File: config.mk
export PLATFORM = sky130hd
export DESIGN_NAME = exibe_sequencia
export DESIGN_NICKNAME = d
export VERILOG_FILES = /design/src/rtl/exibe_sequencia.sv
export SDC_FILE = /design/constraint.sdc
export NUM_CORES = 1
export LEC_CHECK = 0
export CAP_MARGIN = 20
export CORE_ASPECT_RATIO = 1.2
export CORE_UTILIZATION = 35
export DETAILED_ROUTE_END_ITERATION = 10
export RECOVER_POWER = 25
export SYNTH_ARGS = -nofsm -noshare
export SYNTH_HDL_FRONTEND = slang
export SYNTH_SLANG_ARGS = --single-unit
File: constraint.sdc
create_clock -name clock -period 2.05 [get_ports clock]
set_clock_uncertainty 0.05 [all_clocks]
set_input_delay 0.205 -clock clock [delete_from_list [all_inputs] [get_ports clock]]
set_output_delay 0.205 -clock clock [all_outputs]
set_load 0.02 [all_outputs]
File: src/rtl/exibe_sequencia.sv
// Plays back a stored sequence of LED codes, lighting each for T_ACESO cycles with a T_APAGADO dark gap.
// Optional macro EXIBE_SEQUENCIA_CANCELA_EN adds a 'cancela' input that aborts a run back to idle.
module exibe_sequencia #(
  parameter int T_ACESO   = 500,
  parameter int T_APAGADO = 250,
  parameter int TMR_W     = 16
) (
  input  logic       clock,
  input  logic       reset_n,
  input  logic       iniciar,
`ifdef EXIBE_SEQUENCIA_CANCELA_EN
  input  logic       cancela,
`endif
  input  logic [3:0] limite,
  input  logic [3:0] mem_dado,
  output logic [3:0] mem_endereco,
  output logic [3:0] leds,
  output logic       ocupado,
  output logic       fim,
  output logic [3:0] db_estado
);

  typedef enum logic [2:0] {
    s_ocioso  = 3'd0,
    s_carrega = 3'd1,
    s_aceso   = 3'd2,
    s_apagado = 3'd3,
    s_proximo = 3'd4,
    s_final   = 3'd5
  } estado_t;

  localparam logic [TMR_W-1:0] ACESO_FIM   = TMR_W'(T_ACESO - 1);
  localparam logic [TMR_W-1:0] APAGADO_FIM = TMR_W'(T_APAGADO - 1);

  estado_t          estado, prox_estado;
  logic [TMR_W-1:0] timer, timer_prox;
  logic [3:0]       limite_r, limite_prox;
  logic [3:0]       dado_r, dado_prox;
  logic [3:0]       endereco_prox;
  logic             cancelar;

`ifdef EXIBE_SEQUENCIA_CANCELA_EN
  assign cancelar = cancela && (estado != s_ocioso);
`else
  assign cancelar = 1'b0;
`endif

  // leds is driven from the next state so it is valid in the very first aceso cycle
  always_ff @(posedge clock) begin
    if (!reset_n) begin
      estado       <= s_ocioso;
      timer        <= '0;
      mem_endereco <= 4'h0;
      limite_r     <= 4'h0;
      dado_r       <= 4'h0;
      leds         <= 4'h0;
    end else begin
      estado       <= prox_estado;
      timer        <= timer_prox;
      mem_endereco <= endereco_prox;
      limite_r     <= limite_prox;
      dado_r       <= dado_prox;
      leds         <= (prox_estado == s_aceso) ? dado_prox : 4'h0;
    end
  end

  always_comb begin
    prox_estado   = estado;
    timer_prox    = timer;
    endereco_prox = mem_endereco;
    limite_prox   = limite_r;
    dado_prox     = dado_r;
    case (estado)
      s_ocioso: begin
        if (iniciar) begin
          limite_prox   = limite;
          endereco_prox = 4'h0;
          timer_prox    = '0;
          prox_estado   = s_carrega;
        end
      end
      s_carrega: begin
        dado_prox   = mem_dado;
        timer_prox  = '0;
        prox_estado = s_aceso;
      end
      s_aceso: begin
        if (timer == ACESO_FIM) begin
          timer_prox  = '0;
          prox_estado = s_apagado;
        end else begin
          timer_prox = timer + 1'b1;
        end
      end
      s_apagado: begin
        if (timer == APAGADO_FIM) begin
          timer_prox  = '0;
          prox_estado = (mem_endereco == limite_r) ? s_final : s_proximo;
        end else begin
          timer_prox = timer + 1'b1;
        end
      end
      s_proximo: begin
        endereco_prox = mem_endereco + 4'd1;
        prox_estado   = s_carrega;
      end
      s_final: begin
        prox_estado = s_ocioso;
      end
      default: begin
        prox_estado = s_ocioso;
      end
    endcase
    if (cancelar) begin
      prox_estado   = s_ocioso;
      endereco_prox = 4'h0;
      timer_prox    = '0;
    end
  end

  assign ocupado = (estado != s_ocioso);
  assign fim     = (estado == s_final);

  always_comb begin
    case (estado)
      s_ocioso, s_carrega, s_aceso, s_apagado, s_proximo, s_final:
        db_estado = {1'b0, estado};
      default:
        db_estado = 4'hF;
    endcase
  end

endmodule

==> results.sh <==
export IMPL_multi_input_area_um2=931
export IMPL_path_max_fanout=8
export IMPL_path_cells="or4b_1 -> nor3_4 -> a21boi_4 -> o21ai_4 -> nor2_1"
export IMPL_fp_dieH_um=77.3
export IMPL_p_per_area_mw_per_mm2=622
export IMPL_r2r_slack_ps=100
export IMPL_synth_warnings=0
export IMPL_min_path_cells=2
export IMPL_antenna_cells=0
export IMPL_syn_nets=200
export IMPL_drt_iter0_markers=62
export IMPL_cts_tree="yes"
export IMPL_h_tree_depth=2
export IMPL_drtAntennaViolNets=0
export IMPL_synthAdderAreaFrac_pct=2.27
export IMPL_startpoint_type="register"
export IMPL_die_x_um=64.8
export IMPL_nNetsFinal=237
export IMPL_grt_usage_pct=16.6
export IMPL_final_min_clock_period_ps=1950
export IMPL_totalPowerFinal_w=0.00134
export IMPL_synth_top_family_by_area="simple AND/OR/NAND/NOR gates"
export IMPL_firstDrtPassIters=4
export IMPL_slew_viol_final=0
export IMPL_p_sw_w=0.000328
export IMPL_reg2regPathDepth=5
export IMPL_synth_top_area_cell="dfxtp_1"
export IMPL_grt_max_degree=20
export IMPL_ys_ff_latch=35
export IMPL_route_detailed_drc=0
export IMPL_ys_top_cells_by_area="dfxtp_1, nor2_1, mux2i_1, xor2_1, nand2_1"
export IMPL_layout_drive_gt1_share_pct=14.7
export IMPL_r2r_start="timer[11]"
export IMPL_ir_drop_v=0.000311
export IMPL_cp_slowest_cell="or4b_1"
export IMPL_wl_per_cell_um=13.1
export IMPL_fillers=466
export IMPL_maxSlewHeadroom_pct=68.8
export IMPL_intPower_w=0.00101
export IMPL_area_growth_pct=30.4
export IMPL_endpoint_kind="register"
export IMPL_hold_path_end="leds[2]"
export IMPL_syn_inst=186
export IMPL_ff_latch_area_um2=703
export IMPL_start_util_pct=36.3
export IMPL_holdBufCountCts=0
export IMPL_cp_arrival_ps=2060
export IMPL_synth_xor_area_share_pct=7.41
export IMPL_timing_setup_tns_ps=0
export IMPL_synth_edf_count=0
export IMPL_routed_via_density=4.98
export IMPL_die_area_mm2=0.00501
export IMPL_io_buffers=24
export IMPL_r2r_end="timer[14]"
export IMPL_clock_sinks=35
export IMPL_period_share_pct=95.0
export IMPL_critPathTopFamily="simple AND/OR/NAND/NOR gates"
export IMPL_async_reset_ff_share_pct=0
export IMPL_synth_avg_cell_area_um2=8.89
export IMPL_grt_antenna_before_repair=0
export IMPL_cp_slowest_stage_delay_ps=580
export IMPL_worst_pin_slew_ps=463
export IMPL_rows=27
export IMPL_combPwrFrac_pct=12.4
export IMPL_ys_types=43
export IMPL_cp_depth=5
export IMPL_p_seq_share_pct=52.8
export IMPL_core_area_mm2=0.00456
export IMPL_cts_inserted_buffers=5
export IMPL_grt_pass1_wl_um=6340
export IMPL_synth_compound_area_share_pct=9.61
export IMPL_vias=1404
export IMPL_clockRootBuffer="clkbuf_8"
export IMPL_maxCapViolCount=0
export IMPL_synth_main_ff_cell="dfxtp_1"
export IMPL_hold_viol_final=0
export IMPL_switching_share_pct=24.4
export IMPL_syn_cell_area_mm2=0.00165
export IMPL_rsz0062_at_grt="no"
export IMPL_synth_mux_area_share_pct=6.05
export IMPL_status="finished clean"
export IMPL_setup_viol=0
export IMPL_grt_pass1_vias=1343
export IMPL_max_freq_mhz=514
export IMPL_ios=25
export IMPL_crit_buf_inv=0
export IMPL_leakage_nw=0.847
export IMPL_cp_required_ps=2160
export IMPL_place_hpwl_um=2680
export IMPL_synth_simple_area_share_pct=29.2
export IMPL_p_clk_share_pct=34.8
export IMPL_clockBufferDepth=2
export IMPL_overflow=0
export IMPL_hold_class="reg -> reg"
export IMPL_synth_top_cell_area_share_pct=42.4
export IMPL_clk_pin_slew_ps=60
export IMPL_min_from="dado_r[2]"
export IMPL_clk_insertion_delay_late_ps=280
export IMPL_routabilityCongestion=0.855
export IMPL_ys_seq_area_share_pct=42.4
export IMPL_critPathKind="reg -> reg"
export IMPL_routed_wl_um=3700
## worst min-delay path, stage by stage, from the launching register on
cell     delay [ps]
dfxtp_1         310
mux2i_1          70
nor2_1           80
## per-stage QoR
stage          hold slack (ps)  setup WS [ps]  cells  area (um2)  util [%]
2_1_floorplan              285            247    186        1650         -
3_3_place_gp               419          -61.1    273        2030      44.6
3_5_place_dp               426          -62.4    273        2030      44.6
4_1_cts                    441           36.2    281        2130      46.6
5_1_grt                    474           3.01    282        2160      47.3
6_report                   434            103    282        2160      47.3
## flip-flops by register name (all words and copies together) (netlist names)
name	count
leds	4
dado_r	4
limite_r	4
estado	3
timer	16
mem_endereco	4
## layout make-up
| type | count | area share [%] |
|---|---|---|
| flip-flops and latches | 35 | 32.6 |
| clock inverters | 1 | 0.232 |
| multi-input cells | 138 | 43.2 |
| well taps | 58 | 3.36 |
| repair buffers | 38 | 16.2 |
| clock buffers | 7 | 3.54 |
| inverters | 5 | 0.870 |
## how the worst max path moves through the flow
| stage | start | endpoint | slack (ps) |
|---|---|---|---|
| 3_3_place_gp | iniciar | timer[12] | -60 |
| 4_1_cts | estado[1] | db_estado[0] | 40 |
| 3_5_place_dp | iniciar | timer[12] | -60 |
| 2_1_floorplan | timer[0] | timer[12] | 250 |
| 5_1_grt | timer[11] | timer[14] | 3 |
| 6_report | timer[11] | timer[14] | 100 |
## layout by cell type, fill, tap and decap left out, types with 2 or more instances in the layout
cell and count:
nand4_1 6, nand3_1 8, clkbuf_1 2, and2_1 2, or2_2 2, a31oi_1 3, nor2_1 32, nand4b_1 2
clkdlybuf4s50_1 15, and4_1 3, dfxtp_1 33, mux2i_1 10, or3_1 2, ha_1 3, nor3_1 3, inv_1 5
o21ai_0 7, xor2_1 8, dlygate4sd3_1 7, nand2_1 14, and3b_1 2, dlymetal6s2s_1 2, xnor2_1 6, buf_4 14
dfxtp_2 2, clkbuf_8 5, a22oi_1 3, a21o_1 2
## Yosys cell counts, types with 2 or more instances
library cell   n
nor2_1        32
xor2_1         8
o21ai_0        7
or3_1          2
clkbuf_1       5
mux2i_1       10
nand2_1       14
and3b_1        2
xnor2_1        6
nand3_1        8
buf_2          2
ha_1           3
nor4_1         2
inv_1          5
nand4b_1       2
a22oi_1        3
or2_2          2
dfxtp_1       35
and2_1         2
nor3_1         3
a21o_1         2
nand4_1        6
and4_1         3
a31oi_1        3
## power by group through the flow
stage	combinational, W	sequential [W]	clock [W]
detailed placement	0.000164	0.000724	0
global route	0.000181	0.000711	0.000523
finish	0.000167	0.000709	0.000467
floorplan	0.0000968	0.000720	0
global placement	0.000164	0.000723	0
CTS	0.000166	0.000708	0.000482
## logic make-up after synthesis
| kind of cell | Yosys count |
|---|---|
| fa+ha+maj | 3 |
| flops | 35 |
| buf+inv | 13 |
| xor+xnor | 14 |
| compound gates | 22 |
| simple gates | 89 |
| mux | 10 |
## layer usage
metal  routed length, um  share of wire, %  up-vias  GRT usage, %
li1                    -                 -      726             -
met1                1760                47      649          21.0
met2                1780                48       24          26.5
met3                 111               3.0        5          4.46
met4                  51               1.4        0          6.00
met5                   0                 0        -             0
## timing repair
action                                  in CTS  in global routing
endpoints found under the setup margin       5                  5
buffers inserted                             0                  1
cloned                                       0                  0
gates resized for setup                      2                  6
pin swaps                                    0                  1
(Power assumes the default switching activity.)
